## src/rtl/fetch_pkg.sv

```systemverilog
// Shared types and constants for the instruction fetch stage.
// The opcode legality helper backs the optional FETCH_ILLEGAL_CHECK_EN check.
package fetch_pkg;

  localparam int unsigned XLEN = 32;

  localparam logic [6:0] OPC_R     = 7'b0110011;
  localparam logic [6:0] OPC_I     = 7'b0010011;
  localparam logic [6:0] OPC_LOAD  = 7'b0000011;
  localparam logic [6:0] OPC_S     = 7'b0100011;
  localparam logic [6:0] OPC_B     = 7'b1100011;
  localparam logic [6:0] OPC_JAL   = 7'b1101111;
  localparam logic [6:0] OPC_JALR  = 7'b1100111;
  localparam logic [6:0] OPC_LUI   = 7'b0110111;
  localparam logic [6:0] OPC_AUIPC = 7'b0010111;

  typedef struct packed {
    logic [XLEN-1:0] word;
    logic [XLEN-1:0] pc;
  } fetch_entry_t;

  typedef enum logic {
    FETCH_RUN,
    FETCH_HALT
  } fetch_state_t;

  // U-type opcodes are recognised but deliberately reported as unsupported.
  function automatic logic opcode_supported(input logic [6:0] opc);
    case (opc)
      OPC_R, OPC_I, OPC_LOAD, OPC_S, OPC_B, OPC_JAL, OPC_JALR: return 1'b1;
      OPC_LUI, OPC_AUIPC:                                      return 1'b0;
      default:                                                 return 1'b0;
    endcase
  endfunction

endpackage

```

## src/rtl/fetch_fifo.sv

```systemverilog
// Small circular FIFO with flush; when empty, the head output holds the last
// value that was presented so downstream sees a stable word.
module fetch_fifo #(
  parameter int unsigned WIDTH = 32,
  parameter int unsigned DEPTH = 4
) (
  input  logic                     clk,
  input  logic                     rst,
  input  logic                     flush,
  input  logic                     push,
  input  logic [WIDTH-1:0]         push_data,
  input  logic                     pop,
  output logic [WIDTH-1:0]         head_data,
  output logic [$clog2(DEPTH):0]   count,
  output logic                     empty,
  output logic                     full
);

  localparam int unsigned AW = $clog2(DEPTH);
  localparam int unsigned CW = AW + 1;

  logic [WIDTH-1:0] mem [DEPTH];
  logic [AW-1:0]    rd_ptr;
  logic [AW-1:0]    wr_ptr;
  logic [WIDTH-1:0] hold_q;
  logic             do_push;
  logic             do_pop;

  assign empty   = (count == '0);
  assign full    = (count == CW'(DEPTH));
  assign do_push = push & ~flush;
  assign do_pop  = pop & ~flush & ~empty;

  always_ff @(posedge clk or posedge rst) begin
    if (rst) begin
      rd_ptr <= '0;
      wr_ptr <= '0;
      count  <= '0;
    end else if (flush) begin
      rd_ptr <= '0;
      wr_ptr <= '0;
      count  <= '0;
    end else begin
      if (do_push) wr_ptr <= wr_ptr + 1'b1;
      if (do_pop)  rd_ptr <= rd_ptr + 1'b1;
      count <= count + CW'(do_push) - CW'(do_pop);
    end
  end

  // Shadow of the current head, used as the output once the FIFO drains or flushes.
  always_ff @(posedge clk or posedge rst) begin
    if (rst) begin
      hold_q <= '0;
    end else if (!empty) begin
      hold_q <= mem[rd_ptr];
    end
  end

  always_ff @(posedge clk) begin
    if (do_push) mem[wr_ptr] <= push_data;
  end

  assign head_data = empty ? hold_q : mem[rd_ptr];

  a_no_overflow: assert property (@(posedge clk) disable iff (rst)
    !(push && !flush && full && !pop));

endmodule

```

## src/rtl/instruction_fetch_unit.sv

```systemverilog
// Fetch stage: PC generation, credit-limited memory requests, response FIFO and
// redirect flush. Define FETCH_ILLEGAL_CHECK_EN to flag and halt on unsupported opcodes.
module instruction_fetch_unit
  import fetch_pkg::*;
#(
  parameter int unsigned      XLEN     = fetch_pkg::XLEN,
  parameter int unsigned      DEPTH    = 4,
  parameter logic [XLEN-1:0]  RESET_PC = '0
) (
  input  logic            clk,
  input  logic            rst,
  output logic            imem_req_valid,
  input  logic            imem_req_ready,
  output logic [XLEN-1:0] imem_req_addr,
  input  logic            imem_resp_valid,
  input  logic [XLEN-1:0] imem_resp_data,
  input  logic            redirect_valid,
  input  logic [XLEN-1:0] redirect_pc,
  input  logic            decode_ready,
  output logic            inst_valid,
  output logic [XLEN-1:0] inst_data,
  output logic [XLEN-1:0] inst_pc,
  output logic [6:0]      opcode,
  output logic [2:0]      funct3,
  output logic [6:0]      funct7,
  output logic            inst_illegal
);

  localparam int unsigned CW = $clog2(DEPTH) + 1;

  logic [XLEN-1:0] pc_q;
  logic [CW-1:0]   outstanding_q;
  logic [CW-1:0]   drop_cnt_q;
  logic [CW-1:0]   inst_count;
  logic [CW-1:0]   pcq_count;
  logic [CW:0]     credit_used;
  fetch_state_t    state_q;
  fetch_state_t    state_d;

  logic            req_fire;
  logic            resp_fire;
  logic            resp_keep;
  logic            pop;
  logic            halted;
  logic            inst_empty;
  logic            inst_full;
  logic            pcq_empty;
  logic            pcq_full;
  logic [XLEN-1:0] pcq_head;
  fetch_entry_t    push_entry;
  fetch_entry_t    head_entry;

  assign halted      = (state_q == FETCH_HALT);
  assign credit_used = {1'b0, outstanding_q} + {1'b0, inst_count};

  assign imem_req_valid = !rst && !halted && (credit_used < (CW+1)'(DEPTH));
  assign imem_req_addr  = pc_q;

  assign req_fire  = imem_req_valid & imem_req_ready;
  assign resp_fire = imem_resp_valid;
  assign resp_keep = resp_fire && (drop_cnt_q == '0) && !redirect_valid;
  assign pop       = inst_valid & decode_ready;

  always_ff @(posedge clk or posedge rst) begin
    if (rst) begin
      pc_q          <= RESET_PC;
      outstanding_q <= '0;
      drop_cnt_q    <= '0;
    end else begin
      outstanding_q <= outstanding_q + CW'(req_fire) - CW'(resp_fire);
      if (redirect_valid) begin
        pc_q       <= {redirect_pc[XLEN-1:2], 2'b00};
        drop_cnt_q <= outstanding_q + CW'(req_fire) - CW'(resp_fire);
      end else begin
        if (req_fire) pc_q <= pc_q + XLEN'(4);
        if (resp_fire && drop_cnt_q != '0) drop_cnt_q <= drop_cnt_q - 1'b1;
      end
    end
  end

  always_ff @(posedge clk or posedge rst) begin
    if (rst) state_q <= FETCH_RUN;
    else     state_q <= state_d;
  end

  always_comb begin
    state_d = state_q;
    if (redirect_valid) begin
      state_d = FETCH_RUN;
    end
`ifdef FETCH_ILLEGAL_CHECK_EN
    else if (resp_keep && !opcode_supported(imem_resp_data[6:0])) begin
      state_d = FETCH_HALT;
    end
`endif
  end

  // PC queue holds only live (non-dropped) in-flight request addresses, so its
  // head always pairs with the next response that is kept.
  fetch_fifo #(
    .WIDTH (XLEN),
    .DEPTH (DEPTH)
  ) u_pc_queue (
    .clk       (clk),
    .rst       (rst),
    .flush     (redirect_valid),
    .push      (req_fire),
    .push_data (pc_q),
    .pop       (resp_keep),
    .head_data (pcq_head),
    .count     (pcq_count),
    .empty     (pcq_empty),
    .full      (pcq_full)
  );

  assign push_entry = '{word: imem_resp_data, pc: pcq_head};

  fetch_fifo #(
    .WIDTH ($bits(fetch_entry_t)),
    .DEPTH (DEPTH)
  ) u_inst_queue (
    .clk       (clk),
    .rst       (rst),
    .flush     (redirect_valid),
    .push      (resp_keep),
    .push_data (push_entry),
    .pop       (pop),
    .head_data (head_entry),
    .count     (inst_count),
    .empty     (inst_empty),
    .full      (inst_full)
  );

  assign inst_valid = !inst_empty;
  assign inst_data  = head_entry.word;
  assign inst_pc    = head_entry.pc;
  assign opcode     = inst_data[6:0];
  assign funct3     = inst_data[14:12];
  assign funct7     = inst_data[31:25];

`ifdef FETCH_ILLEGAL_CHECK_EN
  assign inst_illegal = inst_valid && !opcode_supported(opcode);
`else
  assign inst_illegal = 1'b0;
`endif

  a_resp_has_pc: assert property (@(posedge clk) disable iff (rst)
    resp_keep |-> !pcq_empty);
  a_pcq_tracks_live: assert property (@(posedge clk) disable iff (rst)
    pcq_count == outstanding_q - drop_cnt_q);
  a_pcq_no_overflow: assert property (@(posedge clk) disable iff (rst)
    !(req_fire && !redirect_valid && pcq_full && !resp_keep));
  a_inst_no_overflow: assert property (@(posedge clk) disable iff (rst)
    !(resp_keep && inst_full && !pop));

endmodule

```

## config.mk

```make
export PLATFORM = sky130hd
export DESIGN_NAME = instruction_fetch_unit
export DESIGN_NICKNAME = d
export VERILOG_FILES = /design/src/rtl/fetch_pkg.sv /design/src/rtl/fetch_fifo.sv /design/src/rtl/instruction_fetch_unit.sv
export SDC_FILE = /design/constraint.sdc
export NUM_CORES = 1
export LEC_CHECK = 0
export BUFFER_PORTS_ARGS = -buffer_cell sky130_fd_sc_hd__buf_2
export CAP_MARGIN = 20
export CORE_ASPECT_RATIO = 1.2
export CORE_MARGIN = 4
export CORE_UTILIZATION = 40
export CTS_CLUSTER_SIZE = 16
export DETAILED_ROUTE_END_ITERATION = 8
export MAX_ROUTING_LAYER = met4
export PLACE_DENSITY = 0.58
export SLEW_MARGIN = 5
export SYNTH_ARGS = -nofsm -noshare
export SYNTH_HDL_FRONTEND = slang
export SYNTH_HIERARCHICAL = 1
export SYNTH_SLANG_ARGS = --single-unit
```

## constraint.sdc

```tcl
create_clock -name clk -period 4.4 [get_ports clk]
set_input_delay 0.66 -clock clk [delete_from_list [all_inputs] [get_ports clk]]
set_output_delay 0.66 -clock clk [all_outputs]
set_load 0.05 [all_outputs]
```

After elaboration in Yosys (flattened, before gate mapping)
Memories as Yosys holds them, arrays and structs flattened.
Index checks and enable logic that the tools add are counted.
- input port bits: 70
- bits in writable memories: 384
- output and inout bits: 116
- memories kept: 2
- bits in registers: 148
- logic and storage cells: 74
- muxes and demuxes: 20
- bitwise logic cells: 10
- reduce and logical (&&, ||, !) cells: 17
- add/sub/neg operators: 13
- $lt $le $gt $ge: 1
- memories (name ; depth ; width ; read ports ; clocked after memory_dff ; write ports ; RTL line ; RTL):
    u_inst_queue.mem ; 4 ; 64 ; 1 ; 0 ; 1 ; fetch_fifo.sv:22 ; logic [WIDTH-1:0] mem [DEPTH];
    u_pc_queue.mem ; 4 ; 32 ; 1 ; 0 ; 1 ; fetch_fifo.sv:22 ;
- operator list (cell ; number):
    32-bit two-way mux ; 3
    64-bit two-way mux ; 1
    32-bit by 3-bit adder with 32-bit output (second input constant) ; 1
    2-bit two-way mux ; 8
    3-bit two-way mux ; 4
    2-bit nonzero test ; 6
    3-bit by 1-bit adder with 3-bit output ; 3
    3-bit logical NOT ; 3
    3-bit by 1-bit subtractor with 3-bit output ; 3
    2-bit by 1-bit adder with 2-bit output (second input constant) ; 4
    1-bit bitwise AND ; 7
    3-bit by 3-bit adder with 4-bit output ; 1
    1-bit logical AND ; 4
    4-bit by 3-bit less-than comparator with 1-bit output (second input constant) ; 1
    1-bit two-way mux ; 4
    1-bit logical NOT ; 3
    1-bit inverter ; 3
    3-bit nonzero test ; 1
    3-bit by 1-bit subtractor with 3-bit output (second input constant) ; 1

Depth between registers and ports, before layout
- depth after elaboration: 8
- mapped depth: 14
- depth with buffers taken out: 14

Hierarchy
The synthesis kept the hierarchy.
- modules (own cells, without submodules) (module ; area each (um^2) ; cells an instance ; times used):
    fetch_fifo (u_inst_queue) ; 12026.5 ; 514 ; 1
    fetch_fifo (u_pc_queue) ; 6267.3 ; 280 ; 1
    instruction_fetch_unit ; 2408.6 ; 279 ; 1

Worst setup path after synthesis
No wires, ideal clock.
- path type: in2reg
- start: in redirect_valid
- end: mem u_inst_queue/mem[0][0] in the netlist's numbering (enable)
- data required time: 3.971 ns
- data arrival time: 3.547 ns
- stages on the path: 6
- slack: 0.424 ns
- cells stage by stage: clkbuf_1 > buf_1 > clkbuf_1 > nor3b_1 > nor2b_1 > and2_1
- cells in the longest elaborated chain, start to end: 5
- elaborated cells on any way between the ends: 6
- those cells by class: 2 x mux; 2 x bitwise; 2 x reduce/logical
- RTL lines (element ; RTL line ; RTL):
    from (decl) ; instruction_fetch_unit.sv:17 ; input logic redirect_valid,
    1-bit logical NOT ; instruction_fetch_unit.sv:61 ; assign resp_keep = resp_fire && (drop_cnt_q == '0) && !redirect_valid;
    1-bit logical AND ; instruction_fetch_unit.sv:61 ;
    net resp_keep ; instruction_fetch_unit.sv:42 ; logic resp_keep;
    1-bit bitwise AND ; fetch_fifo.sv:31 ; assign do_push = push & ~flush;
    1-bit two-way mux ; fetch_fifo.sv:60 ; if (do_push) mem[wr_ptr] <= push_data;
    1-bit two-way mux (implied by the code) ; fetch_fifo.sv:60 ;
    to (decl) ; fetch_fifo.sv:22 ;
The timed path passes the listed nets, and every way through them passes these cells.

Worst setup path in the final report
- start: in rst
- end: reg u_pc_queue.count[2]
- cells in the longest elaborated chain, start to end: 7
- RTL lines (element ; RTL line ; RTL):
    from (decl) ; instruction_fetch_unit.sv:11 ; input logic rst,
    1-bit logical NOT (no source line) ; - ;
    1-bit logical AND ; instruction_fetch_unit.sv:56 ; assign imem_req_valid = !rst && !halted && (credit_used < (CW+1)'(DEPTH));
    1-bit bitwise AND ; instruction_fetch_unit.sv:59 ; assign req_fire = imem_req_valid & imem_req_ready;
    net req_fire ; instruction_fetch_unit.sv:40 ; logic req_fire;
    1-bit bitwise AND ; fetch_fifo.sv:31 ;
    3-bit by 1-bit adder with 3-bit output ; fetch_fifo.sv:46 ; count <= count + CW'(do_push) - CW'(do_pop);
    3-bit by 1-bit subtractor with 3-bit output ; fetch_fifo.sv:46 ;
    3-bit two-way mux ; fetch_fifo.sv:39 ; end else if (flush) begin
    to (signal assigned) ; fetch_fifo.sv:46 ;
    to (decl) ; fetch_fifo.sv:14 ; output logic [$clog2(DEPTH):0] count,
The timed path passes the listed nets, and every way through them passes these cells.
A chain may end at the register's enable or synchronous reset.

==> results.md <==
- Final hold violation count: 0
- FF-to-FF Start: u_inst_queue/count[2]
- Clk_lat worst skew: 0.60 ns
- Sw frac: 0.319
- P_int: 9610 uW
- Syn Inst Count: 1071
- Slew HR: 0.416
- Die footprint: 55400 um2
- Clock-pin slew on the worst setup and hold paths: 0.06 ns
- Total Routing Usage GR: 0.158
- TritonCTS Buffers: 53
- First-pass GRT wire length: 65.8 mm
- Layout Cells excl Fill: 2012
- Detailed Route WL: 42.5 mm
- CTS tree: done
- DRT Pass-1 Iters: 4
- Grt ovf: 0
- Net count reported at finish: 1362
- CP startpoint: rst
- Flop-to-flop setup slack: 0.80 ns
- Peak Freq: 0.274 GHz
- Per-cell via count in the routed design: 5.15
- GR Layer Usage met2: 0.270
- Clock network power share: 0.316
- I/O Buffers: 180
- Clk sink count: 530
- Placed insts: 1911
- Min-delay src: redirect_pc[6]
- IO Pins: 186
- Root Driver: clkbuf_16
- Core ar.: 51400 um2
- Die height: 257 um
- Worst hold slack: 0.282 ns
- Mean Syn Cell Area: 19.3 um2
- H-tree Lvls: 2
- Worst setup margin: 0.744 ns
- DR iter-0 viols: 577
- Critical path data required time: 4.90 ns
- Least-Margin Pin Slew: 0.876 ns
- Share of cells above drive strength 1: 0.365
- GPL Wtd Cong: 0.754
- Period Utilization, post-route: 0.831
- Final setup fails: 0
- Worst path arrival time: 4.16 ns
- Leak: 0.00864 uW
- Worst Skew: 0.0181 ns
- RSZ-0062 raised after global routing: false
- Crit start category: input port
- Rows: 91
- Synth Cell Area: 20700 um2
- Max-slew violation count: 0
- Via count: 10400
- P&R area growth vs syn: 16.6%
- GR Util met3: 0.0278
- Share of total power in combinational logic: 0.234
- Detail Route Antenna Nets: 0
- GR peak layer: met2
- Fin Setup TNS: 0 ns
- Critical Path End Type: flop
- Power, Total: 14100 uW
- Outcome: finished clean
- Starting Density: 0.403
- Routed wire length per instance: 21.1 um
- DIE WIDTH: 216 um
- Clock tree buffer depth: 3
- Grt met1 use: 0.197
- Worst min path class: input port to flop
- Postcts setup bufs: 0
- Max-cap viol count: 0
- Fillers: 4417
- Sw power: 4510 uW
- Vias in the first global route: 11000
- Critical Path Fanout Max: 5
- Power density over the cells: 585 nW/um2
- Setup WS pre-CTS: 0.688 ns
- Initial antenna violation count: 2
- HPWL after detailed placement: 25.5 mm
- Largest vdd supply drop: 0.000338 V
- Largest net degree at the start of global routing: 65
- # DRC: 0
- Kind of critical path: input port to flop
- Flop pwr share: 0.450
- Warnings, synthesis: 6
- Minimum clock period: 3.66 ns
## cell usage in the layout, fill, tap and decap left out, drive strengths merged, types with 17 or more instances in the layout
cell and instances:
or4 18, clkinv 17, edfxtp 384, nand2 18
clkbuf 75, a31oi 17, mux2 97, nand4 17
inv 23, mux4 96, buf 201, ha 19
nor2 34, dfrtp 146
## layout make-up
class	instances	area [um2]	area share
antenna	1	2.50	0.000104
clock buffer	75	1460	0.0605
clock inverter	24	273	0.0113
inverter	23	87.6	0.00363
multi-input combinational	460	5050	0.210
sequential	530	15200	0.630
tap	697	872	0.0362
timing repair buffer	202	1180	0.0490
## metrics by stage
stage               cell area, um2  utilization
finish                       24100        0.470
global placement             22400        0.436
floorplan                    20700            -
detailed placement           22400        0.436
CTS                          24100        0.470
global route                 24100        0.470
## layer usage
metal / share of wire / vias up
met5: 0 / -
met1: 0.42 / 5424
met4: 0.019 / 0
met2: 0.52 / 260
li1: - / 4626
met3: 0.045 / 55
## worst max-delay path, cell delays in order
cell and delay (ns):
dlygate4sd3_1 0.54, buf_2 0.16, nor4_1 0.62, nand3_1 0.31, inv_1 0.20, nor2b_1 0.28, inv_1 0.07, ha_1 0.27
inv_1 0.05, ha_1 0.13, inv_1 0.05, fa_1 0.37, xor2_1 0.16, and2_1 0.16, nor3_1 0.12
## registers in the layout, summed over array words and instances (netlist names)
signal	count
u_inst_queue/mem	256
u_pc_queue/mem	128
u_inst_queue/hold_q	64
u_pc_queue/hold_q	32
imem_req_addr	30
drop_cnt_q	3
outstanding_q	3
u_inst_queue/count	3
u_pc_queue/count	3
u_inst_queue/rd_ptr	2
u_inst_queue/wr_ptr	2
u_pc_queue/rd_ptr	2
u_pc_queue/wr_ptr	2
## power groups by stage
stage	sequential, uW	combinational [uW]	clock [uW]
final	6360	3300	4460
after CTS	6360	3350	4620
after floorplan	6480	2590	0
after global routing	6410	3500	4830
after detailed placement	6460	3340	0
after global placement	6440	3290	0
## path summary, 6_finish.rpt
check	endpoint	depth (start not counted)
worst max-delay path	u_pc_queue/count[2]	15
worst min-delay path	imem_req_addr[6]	3
worst max register to register	u_pc_queue/count[2]	14
worst min register to register	u_inst_queue/hold_q[48]	1
max in group asynchronous	u_inst_queue/hold_q[15]	4
min in group asynchronous	u_pc_queue/wr_ptr[0]	3
## repair_timing
action / in CTS / in global routing
hold buffers: 1 / 0
gates resized for setup: 0 / 0
hold endpoints to repair: 2 / 0
Power figures use the tool's default switching activity.
